### src/rtl/cp0_if.sv
// -----------------------------------------------------------------------------
// cp0_if -- core <-> coprocessor-0 signal bundle.
//
// Purpose: groups the per-cycle decode, exception and read/write signals that
// flow between the single-cycle MIPS core (master) and CP0 (slave).
//
// Signal summary (direction seen from the slave, cp0):
//   present_pc  in  32  address of the instruction executing this cycle
//   iscop0      in   1  current instruction is COP0-class
//   iseret      in   1  ERET decoded (qualified by iscop0)
//   mtc0        in   1  MTC0 decoded (qualified by iscop0)
//   cp0_addr    in   5  CP0 register number
//   cp0_wdata   in  32  MTC0 write data
//   syscall     in   1  SYSCALL decoded
//   ri          in   1  reserved instruction decoded
//   int_req     in   1  external interrupt request (level, synchronous)
//   cp0_rdata   out 32  MFC0 read data (combinational from cp0_addr)
//   hasexp      out  1  take an exception this cycle
//   cp0_pcout   out 32  exception vector when hasexp, else EPC
//   exl         out  1  Status.EXL
//
// Handshake semantics: there is no valid/ready pair. Every input is a
// per-cycle command that is valid for exactly the cycle it is presented and
// acts at the next rising clk edge. Every output is combinational and valid
// in that same cycle; the core never stalls CP0 and CP0 never stalls the core.
// -----------------------------------------------------------------------------
interface cp0_if;
  logic [31:0] present_pc;
  logic        iscop0;
  logic        iseret;
  logic        mtc0;
  logic [4:0]  cp0_addr;
  logic [31:0] cp0_wdata;
  logic        syscall;
  logic        ri;
  logic        int_req;
  logic [31:0] cp0_rdata;
  logic        hasexp;
  logic [31:0] cp0_pcout;
  logic        exl;

  modport master (
    output present_pc, iscop0, iseret, mtc0, cp0_addr, cp0_wdata,
           syscall, ri, int_req,
    input  cp0_rdata, hasexp, cp0_pcout, exl
  );

  modport slave (
    input  present_pc, iscop0, iseret, mtc0, cp0_addr, cp0_wdata,
           syscall, ri, int_req,
    output cp0_rdata, hasexp, cp0_pcout, exl
  );
endinterface

### src/rtl/cp0.sv
// -----------------------------------------------------------------------------
// cp0 -- Coprocessor-0 for the single-cycle MIPS core.
//
// Purpose: the exception end of the next-PC path. Raises hasexp and drives
// cp0_pcout (exception vector on entry, EPC on ERET). Holds Status(12),
// Cause(13) and EPC(14), latches the external interrupt and serves MFC0/MTC0.
//
// Ports:
//   clk   in  core clock, all state updates on posedge
//   rst   in  synchronous active-high reset
//   bus   cp0_if.slave -- see cp0_if.sv for the signal list
//
// The operating mode (NORMAL / HANDLER) is the Status.EXL bit; it is held in
// mode_q and is visible on bus.exl.
// -----------------------------------------------------------------------------
module cp0 #(
  parameter logic [31:0] EXC_VECTOR   = 32'h0000_0400,
  parameter logic [31:0] STATUS_RESET = 32'h0000_0001
) (
  input  logic  clk,
  input  logic  rst,
  cp0_if.slave  bus
);

  localparam logic [4:0] ADDR_STATUS = 5'd12;
  localparam logic [4:0] ADDR_CAUSE  = 5'd13;
  localparam logic [4:0] ADDR_EPC    = 5'd14;

  localparam logic [4:0] CODE_INT = 5'd0;
  localparam logic [4:0] CODE_SYS = 5'd8;
  localparam logic [4:0] CODE_RI  = 5'd10;

  typedef enum logic {
    MODE_NORMAL  = 1'b0,
    MODE_HANDLER = 1'b1
  } mode_e;

  // State
  mode_e       mode_q, mode_d;
  logic        ie_q, ie_d;
  logic        ip_q, ip_d;
  logic [4:0]  code_q, code_d;
  logic [31:0] epc_q, epc_d;

  // Exception decode (produced by the output process, consumed by next-state)
  logic        int_take;
  logic        hasexp;
  logic [4:0]  exc_code;
  logic        eret;
  logic        wr_en;

  // ---------------------------------------------------------------------------
  // State register
  // ---------------------------------------------------------------------------
  always_ff @(posedge clk) begin
    if (rst) begin
      mode_q <= STATUS_RESET[1] ? MODE_HANDLER : MODE_NORMAL;
      ie_q   <= STATUS_RESET[0];
      ip_q   <= 1'b0;
      code_q <= 5'd0;
      epc_q  <= 32'd0;
    end else begin
      mode_q <= mode_d;
      ie_q   <= ie_d;
      ip_q   <= ip_d;
      code_q <= code_d;
      epc_q  <= epc_d;
    end
  end

  // ---------------------------------------------------------------------------
  // Next-state logic
  // ---------------------------------------------------------------------------
  always_comb begin
    mode_d = mode_q;
    ie_d   = ie_q;
    code_d = code_q;
    epc_d  = epc_q;
    ip_d   = ip_q;

    if (hasexp) begin
      // Exception entry overrides any ERET or MTC0 in the same cycle.
      mode_d = MODE_HANDLER;
      code_d = exc_code;
      // SYSCALL resumes after itself; ri and interrupts re-execute.
      epc_d  = (bus.syscall && !bus.ri) ? (bus.present_pc + 32'd4)
                                        : bus.present_pc;
      if (int_take) ip_d = 1'b0;
    end else if (eret) begin
      mode_d = MODE_NORMAL;
    end else if (wr_en) begin
      case (bus.cp0_addr)
        ADDR_STATUS: begin
          ie_d   = bus.cp0_wdata[0];
          mode_d = bus.cp0_wdata[1] ? MODE_HANDLER : MODE_NORMAL;
        end
        ADDR_CAUSE: ip_d  = bus.cp0_wdata[10];
        ADDR_EPC:   epc_d = bus.cp0_wdata;
        default: ;
      endcase
    end

    // A level request present at the edge always (re)latches the pending bit,
    // so a request held through the taking cycle stays pending.
    if (bus.int_req) ip_d = 1'b1;
  end

  // ---------------------------------------------------------------------------
  // Output / decode logic
  // ---------------------------------------------------------------------------
  always_comb begin
    // The interrupt is taken only when nothing of higher priority fires.
    int_take = ip_q && ie_q && (mode_q == MODE_NORMAL) && !bus.ri && !bus.syscall;
    hasexp   = bus.ri || bus.syscall || (ip_q && ie_q && (mode_q == MODE_NORMAL));
    exc_code = bus.ri ? CODE_RI : (bus.syscall ? CODE_SYS : CODE_INT);
    eret     = bus.iscop0 && bus.iseret;
    wr_en    = bus.iscop0 && bus.mtc0 && !hasexp;

    bus.hasexp    = hasexp;
    bus.exl       = (mode_q == MODE_HANDLER);
    bus.cp0_pcout = hasexp ? EXC_VECTOR : epc_q;

    case (bus.cp0_addr)
      ADDR_STATUS: bus.cp0_rdata = {30'd0, (mode_q == MODE_HANDLER), ie_q};
      ADDR_CAUSE:  bus.cp0_rdata = {21'd0, ip_q, 3'd0, code_q, 2'd0};
      ADDR_EPC:    bus.cp0_rdata = epc_q;
      default:     bus.cp0_rdata = 32'd0;
    endcase
  end

endmodule
### src/flat_wrapper.sv
// flat-port wrapper written by rule: the top's interface ports become plain ports
module cp0_flat 
#(
  parameter logic [31:0] EXC_VECTOR   = 32'h0000_0400,
  parameter logic [31:0] STATUS_RESET = 32'h0000_0001
)
  (clk, rst, bus_present_pc, bus_iscop0, bus_iseret, bus_mtc0, bus_cp0_addr, bus_cp0_wdata, bus_syscall, bus_ri, bus_int_req, bus_cp0_rdata, bus_hasexp, bus_cp0_pcout, bus_exl);
  cp0_if bus_i ();
  input  logic clk;
  input  logic rst;
  input wire logic [$bits(bus_i.present_pc)-1:0] bus_present_pc;
  input wire logic [$bits(bus_i.iscop0)-1:0] bus_iscop0;
  input wire logic [$bits(bus_i.iseret)-1:0] bus_iseret;
  input wire logic [$bits(bus_i.mtc0)-1:0] bus_mtc0;
  input wire logic [$bits(bus_i.cp0_addr)-1:0] bus_cp0_addr;
  input wire logic [$bits(bus_i.cp0_wdata)-1:0] bus_cp0_wdata;
  input wire logic [$bits(bus_i.syscall)-1:0] bus_syscall;
  input wire logic [$bits(bus_i.ri)-1:0] bus_ri;
  input wire logic [$bits(bus_i.int_req)-1:0] bus_int_req;
  output wire logic [$bits(bus_i.cp0_rdata)-1:0] bus_cp0_rdata;
  output wire logic [$bits(bus_i.hasexp)-1:0] bus_hasexp;
  output wire logic [$bits(bus_i.cp0_pcout)-1:0] bus_cp0_pcout;
  output wire logic [$bits(bus_i.exl)-1:0] bus_exl;
  assign bus_i.present_pc = bus_present_pc;
  assign bus_i.iscop0 = bus_iscop0;
  assign bus_i.iseret = bus_iseret;
  assign bus_i.mtc0 = bus_mtc0;
  assign bus_i.cp0_addr = bus_cp0_addr;
  assign bus_i.cp0_wdata = bus_cp0_wdata;
  assign bus_i.syscall = bus_syscall;
  assign bus_i.ri = bus_ri;
  assign bus_i.int_req = bus_int_req;
  assign bus_cp0_rdata = bus_i.cp0_rdata;
  assign bus_hasexp = bus_i.hasexp;
  assign bus_cp0_pcout = bus_i.cp0_pcout;
  assign bus_exl = bus_i.exl;
  cp0 #(.EXC_VECTOR(EXC_VECTOR), .STATUS_RESET(STATUS_RESET)) u_core (.clk(clk), .rst(rst), .bus(bus_i));
endmodule
### config.mk
export PLATFORM = sky130hd
export DESIGN_NAME = cp0_flat
export DESIGN_NICKNAME = d
export VERILOG_FILES = /design/src/rtl/cp0_if.sv /design/src/rtl/cp0.sv /design/src/flat_wrapper.sv
export SDC_FILE = /design/constraint.sdc
export NUM_CORES = 1
export LEC_CHECK = 0
export CELL_PAD_IN_SITES_DETAIL_PLACEMENT = 1
export CELL_PAD_IN_SITES_GLOBAL_PLACEMENT = 1
export CORE_MARGIN = 5
export CORE_UTILIZATION = 26
export CTS_CLUSTER_DIAMETER = 40
export DETAILED_ROUTE_END_ITERATION = 8
export GPL_ROUTABILITY_DRIVEN = 0
export HOLD_SLACK_MARGIN = 0.1
export PLACE_DENSITY = 0.74
export REMOVE_ABC_BUFFERS = 1
export SLEW_MARGIN = 20
export SYNTH_ARGS = -nofsm -noshare
export SYNTH_HDL_FRONTEND = slang
export SYNTH_SLANG_ARGS = --single-unit
### constraint.sdc
create_clock -name clk -period 1.8 [get_ports clk]
set_input_delay 0.45 -clock clk [delete_from_list [all_inputs] [get_ports clk]]
set_output_delay 0.45 -clock clk [all_outputs]
set_load 0.01 [all_outputs]
# Word-level counts from Yosys, hierarchy flattened
# Cells that the tools add are included.
[op_classes]
n_addsub = 1
eq_ne = 6
mux = 20
bitwise = 3
n_reduce_logical = 23
[op_table]
columns = ["op", "n"]
rows = [
  ["32-bit two-way mux", 6],
  ["32-bit case mux with 3 select lines", 1],
  ["32-bit by 3-bit adder with 32-bit output (second input constant)", 1],
  ["5-bit by 4-bit equality test with 1-bit output (second input constant)", 3],
  ["3-bit nonzero test", 4],
  ["1-bit two-way mux", 11],
  ["1-bit logical AND", 8],
  ["4-bit AND reduction", 2],
  ["5-bit two-way mux", 1],
  ["4-bit two-way mux", 1],
  ["2-bit nonzero test", 2],
  ["1-bit logical NOT", 3],
  ["3-bit by 2-bit != test with 1-bit output (second input constant)", 1],
  ["3-bit != test (second input constant)", 1],
  ["1-bit NOT", 3],
  ["3-bit AND reduction", 1],
  ["1-bit logical OR", 2],
  ["2-bit != test (second input constant)", 1],
  ["2-bit AND reduction", 1],
]
[totals]
ff_bits = 40
inputBits = 77
output_inout_bits = 66

# Longest topological paths before layout
[depth]
word_depth = 9
mapped_depth = 7
depth_no_buf = 5

# Least setup slack after synthesis
# Ideal clock, no wire load.
[synth_path]
kind = "input -> output"
start = "input port bus_cp0_addr[0]"
end = "output port bus_cp0_rdata[12]"
t_arrival_ns = 1.377
required_ns = 1.350
slack_ns = -0.027
stages = 4
path_cell_list = "and4bb_2 clkbuf_1 clkbuf_1 and3_1"
[synth_between]
elab_chain_len = 2
elab_cells_between_ends = 4
[synth_rtl]
columns = ["item", "line", "rtl"]
rows = [
  ["from (decl)", "flat_wrapper.sv:15", "input wire logic [$bits(bus_i.cp0_addr)-1:0] bus_cp0_addr;"],
  ["5-bit by 4-bit equality test with 1-bit output", "cp0.sv:123", "case (bus.cp0_addr)"],
  ["32-bit case mux with 3 select lines (*)", "cp0.sv:123", ""],
  ["to (decl)", "flat_wrapper.sv:20", "output wire logic [$bits(bus_i.cp0_rdata)-1:0] bus_cp0_rdata;"],
]
# Every way passes the cells marked *; elsewhere a longest branch is shown, timed or not.

# Worst setup path after layout
# Ends and elaborated chain as after synthesis.

==> run_results.csv <==
group,metric,value,unit
critical_path,path_max_fanout,8,
logic_synthesis,synth_top_family_by_area,"simple AND/OR/NAND/NOR gates",
logic_synthesis,synth_ff_type,"dfxtp_1",
critical_path,worstPathRequired,1.35,ns
cells_and_area,fin_cells,707,
detailed_routing,drtIter0Drc,116,
sta,layout_setup_ws,-0.160,ns
cells_and_area,areaGrowthSynthToFinish,102,%
floorplanning,core,10800,sq um
min_path,min_from,"u_core.code_q[1]",
sta,rsz0062_at_grt,"true",
critical_path,arrival,1.51,ns
clock_network,cts_buffers,5,
sta,hold_viol,0,
min_path,holdPathEnd,"u_core.code_q[1]",
logic_synthesis,synth_edf_count,0,
placement,dp.cells,666,
sta,fmax,0.510,GHz
logic_synthesis,ys_seq_area_share,25.7,%
critical_path,startpoint_type,"primary input",
cells_and_area,post-route-util,53.5,%
logic_synthesis,synthDistinctLibCells,50,
sta,timing.hold.ws,0.503,ns
critical_path,critical_path_class,"primary input to primary output",
global_route,grt_pass1_vias,3720,
logic_synthesis,synth_area,2880,sq um
sta,fin_crit_sh,109,%
critical_path,r2r_slack,0.11,ns
logic_synthesis,synthMuxAreaShare,12.3,%
sta,post-route-min-period,1.96,ns
placement,io_buffers,142,
placement,dp_hpwl,9450,um
cells_and_area,antenna_cells,0,
sta,slew_headroom,76.0,%
clock_network,clockBufferDepth,2,
logic_synthesis,syn_area_per_cell,8.42,sq um
critical_path,r2r-start,"u_core.bus.exl",
floorplanning,initial_core_util,26.6,%
clock_network,path_clk_slew,0.08,ns
floorplanning,die_w,115,um
global_route,gr-usage-all-layers,19.5,%
detailed_routing,detail_route.wl_per_cell,19.7,um
logic_synthesis,synth_seq_cells,37,
clock_network,clkSinkCount,37,
clock_network,tritoncts,"done",
floorplanning,die_area,13300,sq um
logic_synthesis,synthSimpleGateAreaFrac,33.4,%
floorplanning,placementRows,38,
detailed_routing,dr.pass1.iters,4,
outcome,status,"finished, violations left",
logic_synthesis,async_flop_share,0,%
detailed_routing,via_per_inst,5.00,
clock_network,clkLatencyLatePin,0.28,ns
global_route,antenna_found_initial,0,
outcome,violations,"setup timing",
cells_and_area,drive_gt1_share,48.5,%
detailed_routing,remaining_drc_errors,0,
sta,worst_pin_slew,0.360,ns
logic_synthesis,synth_xor_area_share,8.82,%
clock_network,htreeDepth,2,
global_route,gr-total-overflow,0,
detailed_routing,antenna_left,0,
floorplanning,die_y,115,um
logic_synthesis,postSynthCellCount,342,
logic_synthesis,synth_compound_area_share,13.1,%
critical_path,r2r-end,"u_core.ip_q",
detailed_routing,wl,13900,um
sta,skew,0.00622,ns
cells_and_area,fin_nets,644,
min_path,holdPathStages,2,
flow_run,max_cap_violations,0,
global_route,grt_pass1_wl,20300,um
min_path,hold_class,"register to register",
sta,setup_violations,49,
power,vdd_drop_max,0.000248,V
critical_path,worstRegToRegCells,8,
logic_synthesis,ys_warn_count,0,
global_route,grt_max_degree,27,
clock_network,cts_root_buf,"clkbuf_8",
power,power.density,421,nW/um^2
detailed_routing,vias,3536,
critical_path,cp-end-kind,"primary output",
floorplanning,ios,143,
power,p_leak,0.00258,uW
sta,drv_slew,0,
logic_synthesis,synthAdderAreaFrac,0.435,%
==> worst max-delay path by stage <==
stage                               start           endpoint  depth (start not counted)
after floorplan                    bus_ri  bus_cp0_pcout[10]                          3
after global placement             bus_ri  bus_cp0_pcout[19]                          5
after detailed placement           bus_ri  bus_cp0_pcout[18]                          5
after CTS                 bus_cp0_addr[4]  bus_cp0_rdata[12]                          7
after global routing      bus_cp0_addr[0]  bus_cp0_rdata[12]                          7
final                     bus_cp0_addr[0]  bus_cp0_rdata[12]                          7
==> synth_stat cells (3+ instances only) <==
master    instances  area, sq um
mux2i_1          32          320
clkbuf_1         14         52.6
a21oi_2           3         26.3
nand4_1           4         25.0
inv_1             4         15.0
a22o_1            3         26.3
and3_1           61          382
and2_1            3         18.8
and4_1            3         26.3
mux2_2            3         33.8
nor3_1            9         45.0
xnor2_1          28          245
nand2b_1          3         18.8
a211oi_1         15          113
o22ai_1           5         31.3
nand3_1          11         55.1
nor2_1           23         86.3
buf_6             3         33.8
nand2_1          15         56.3
nor3_2            4         40.0
a21oi_1          13         65.1
dfxtp_1          37          741
buf_4             3         22.5
a21o_1           11         82.6
buf_2             3         15.0
==> report_power, final <==
part	total, uW	switching, uW	internal, uW
combinational	851	362	489
sequential	931	49.3	881
clock	661	314	347
total	2440	725	1720
==> critical path, cell delays in order <==
cell	delay, ns
buf_6	0.09
and4bb_4	0.35
buf_8	0.11
buf_8	0.12
buf_6	0.10
and3_4	0.18
buf_6	0.10
==> layout by cell type, fill, tap and decap left out, types with 3 or more instances in the layout <==
cell type	netlist	final
buf_4	3	70
clkdlybuf4s50_1	0	58
buf_6	3	51
and3_4	0	37
dfxtp_1	37	36
mux2i_1	32	32
buf_2	3	30
and3_1	61	24
xnor2_1	28	21
nor2_1	23	17
nand2_1	15	15
a211oi_1	15	13
a21oi_1	13	13
nand3_1	11	11
a21o_1	11	11
buf_12	0	9
nor3_2	4	8
xnor2_2	0	7
clkbuf_8	2	7
buf_8	0	7
dlygate4sd2_1	0	7
nor2_4	0	6
o22ai_1	5	5
nor3_4	0	5
dlymetal6s2s_1	0	5
inv_1	4	4
nand4_1	4	4
and2_4	0	3
a22o_1	3	3
and4_4	1	3
nand4_4	1	3
a21oi_2	3	3
==> through the flow <==
step / setup TNS, ns / power [uW] / instance area (sq um) / worst slack [ns]
2_1_floorplan: -36.52 / 1170 / 2720 / -1.07
3_3_place_gp: -68.29 / 1620 / 4900 / -0.830
3_5_place_dp: -70.48 / 1640 / 4900 / -0.849
4_1_cts: -3.15 / 2380 / 5290 / -0.150
5_1_grt: -4.92 / 2570 / 5800 / -0.176
6_report: -3.27 / 2440 / 5800 / -0.160
==> cell type report <==
| class | instances | area [sq um] |
|---|---|---|
| fillers | 1222 | 5040 |
| multi-input cells | 275 | 2420 |
| repair buffers | 242 | 2340 |
| flip-flops and latches | 37 | 742 |
| well taps | 140 | 175 |
| clock buffers | 7 | 96.3 |
| inverters | 5 | 23.8 |
| clock inverters | 1 | 5.00 |
==> what timing repair did <==
| action | 4_1_cts | 5_1_grt |
|---|---|---|
| pin swaps | 29 | 25 |
| gates resized for setup | 371 | 89 |
| hold buffers | 0 | 0 |
| cloned | 6 | 1 |
| setup endpoints to repair | 101 | 92 |
| setup buffers | 17 | 9 |
==> routing by layer <==
metal  GRT usage (%)  vias up  wire length (um)
met5               0        -                 0
met4            3.44        0                54
met2            35.6       87              7070
met3            3.21        7               683
met1            24.3     1739              6130
li1                -     1703                 -
==> logic make-up (layout without fill, tap and decap cells) <==
| family | Yosys count | in the layout |
|---|---|---|
| simple gates | 155 | 156 |
| compound gates | 54 | 54 |
| flops | 37 | 37 |
| mux | 35 | 35 |
| buf+inv | 31 | 255 |
| xor+xnor | 29 | 29 |
| fa+ha+maj | 1 | 1 |
==> state kept, by name, summed over array words and instances (netlist names) <==
register,count
u_core.ie_q,1
u_core.bus.exl,1
u_core.code_q,2
u_core.epc_q,32
u_core.ip_q,1
(Power assumes the default switching activity.)
==> variant: new RTL, same settings <==
Reset style: asynchronous (`rst`), changed in one clocked block. Comments in the files are not updated.
--- a/src/rtl/cp0.sv
+++ b/src/rtl/cp0.sv
@@ -53,5 +53,5 @@
   // State register
   // ---------------------------------------------------------------------------
-  always_ff @(posedge clk) begin
+  always_ff @(posedge clk or posedge rst) begin
     if (rst) begin
       mode_q <= STATUS_RESET[1] ? MODE_HANDLER : MODE_NORMAL;
Behaviour: differs if rst is asserted again (counterexample within 4 cycles, from zero or initial values and one cycle with rst high); with rst held inactive, the same outputs for 10 cycles.
==> variant against the original RTL <==
The flow still finishes with violations (negative setup slack). Synthesized area rose by 2.0%. Die area rose by 1.8%. Maximum frequency fell by 7.6%. Cell area rose by 17%. Non-clock buffer count rose by 48. Sequential cell count did not move. Power rose by 24%. Combinational power rose by 18%. Via count rose by 27%. Wire length rose by 53%. Worst setup slack got worse by 0.16 ns. Core utilization rose by 8.8 points. Critical endpoint is now bus_cp0_rdata[20]. Largest cell class is now non-clock buffers. Highest routed layer unchanged.
==> variant: results (changes against the original RTL) <==
Outcome
The run finished, with violations left. The checks that failed: negative setup slack.

Global routing
The largest net degree at the start of global routing is 38 (+41%). The via count of the first global-routing pass was 4636 (+25%). The met2 usage is 44.9% (+9.2 points). The overall global routing resource usage came to 25.6% (+6.1 points).

STA
The worst path setup slack after routing is -0.322 ns (-0.162 ns). The headroom to the max-slew limit is 65.3% (-11 points). The setup clock skew after layout came to 0.00323 ns (-0.00299 ns). The final setup violation count is 99 (+100%). The setup TNS is -20.25 ns (-16.98 ns).

Synth
The fraction of registers with async set or reset after synthesis came to 100% (+100 points). The share of synthesized area occupied by flip-flops and latches was 31.6% (+5.9 points). After synthesis, the cell types taking the most area are sky130_fd_sc_hd__dfrtp_1, sky130_fd_sc_hd__and3_1, sky130_fd_sc_hd__a211oi_1. The post-synthesis share of cell area spent on full adders, half adders and majority gates was 0.426% (-0.0083 points). The share of the synthesized area in compound gates (AO/OA/AOI/OAI) is 19.8% (+6.7 points). The multiplexer share of the synthesized area is 3.11% (-9.2 points).

Route
The detailed-route wire length on metal 1 was 7940 um (+30%). The first-iteration detailed-routing DRC count is 240 (+110%). The detailed-routed wire length on met2 came to 10900 um (+54%).

The count of vias placed by the detailed router is 4483 (+27%). The per-cell via count in the routed design was 5.86 (+17%). The first-pass detailed-route iteration total is 5 (+1).

Place
The worst setup slack after placement is -1.00 ns (-0.151 ns). The standard cell area after detailed placement is 5040 sq um (+2.8%). The detailed placement HPWL is 10300 um (+9.4%).

Worst hold path
The tightest min-delay check is of the in2async type.

Layout
The number of nets in the finished design was 702 (+9.0%).

CTS
In this run the clock root is driven by a sky130_fd_sc_hd__clkbuf_16.
[variant: cell type report]
cell class | count | area [sq um]
timing repair buffer | 290 | 2960
clock inverter | 1 | 30.0
tap | 140 | 175
multi-input combinational | 281 | 2540
clock buffer | 7 | 143
inverter | 9 | 38.8
fill | 1151 | 4120
sequential | 37 | 927
[variant: logic make-up after synthesis]
logic type	after synthesis
flops	37
xor+xnor	10
fa+ha+maj	1
compound gates	83
simple gates	173
mux	9
buf+inv	42
[variant: worst paths after layout]
kind,start,to,slack [ns],cells past startpoint
worst max-delay path,bus_cp0_addr[0],bus_cp0_rdata[20],-0.32,8
worst min-delay path,rst,u_core.epc_q[28]$_DFFE_PP0P_,0.51,3
worst max register to register,u_core.ie_q$_DFFE_PP1P_,u_core.epc_q[15]$_DFFE_PP0P_,-0.09,7
worst min register to register,u_core.code_q[3]$_DFFE_PP0N_,u_core.code_q[3]$_DFFE_PP0N_,0.52,2
max in group asynchronous,rst,u_core.ie_q$_DFFE_PP1P_,1.01,3
min in group clk,u_core.code_q[3]$_DFFE_PP0N_,u_core.code_q[3]$_DFFE_PP0N_,0.52,2
[variant: what timing repair did]
item | 4_1_cts | 5_1_grt
endpoints found under the setup margin | 100 | 100
pin swaps | 53 | 51
cloned | 13 | 4
resized for setup | 433 | 216
endpoints found under the hold margin | 0 | 0
buffers inserted | 41 | 24
[variant: critical path, delay by kind of cell]
family | cells | cell delay [ns]
and+or+nand+nor | 2 | 0.52
buffers and inverters | 6 | 0.71
[variant: where the power goes]
group / total, mW / switching (mW) / internal (mW)
registers: 0.976 / 0.0778 / 0.899
logic: 1.00 / 0.445 / 0.559
clock network: 1.05 / 0.356 / 0.693
total: 3.03 / 0.878 / 2.15
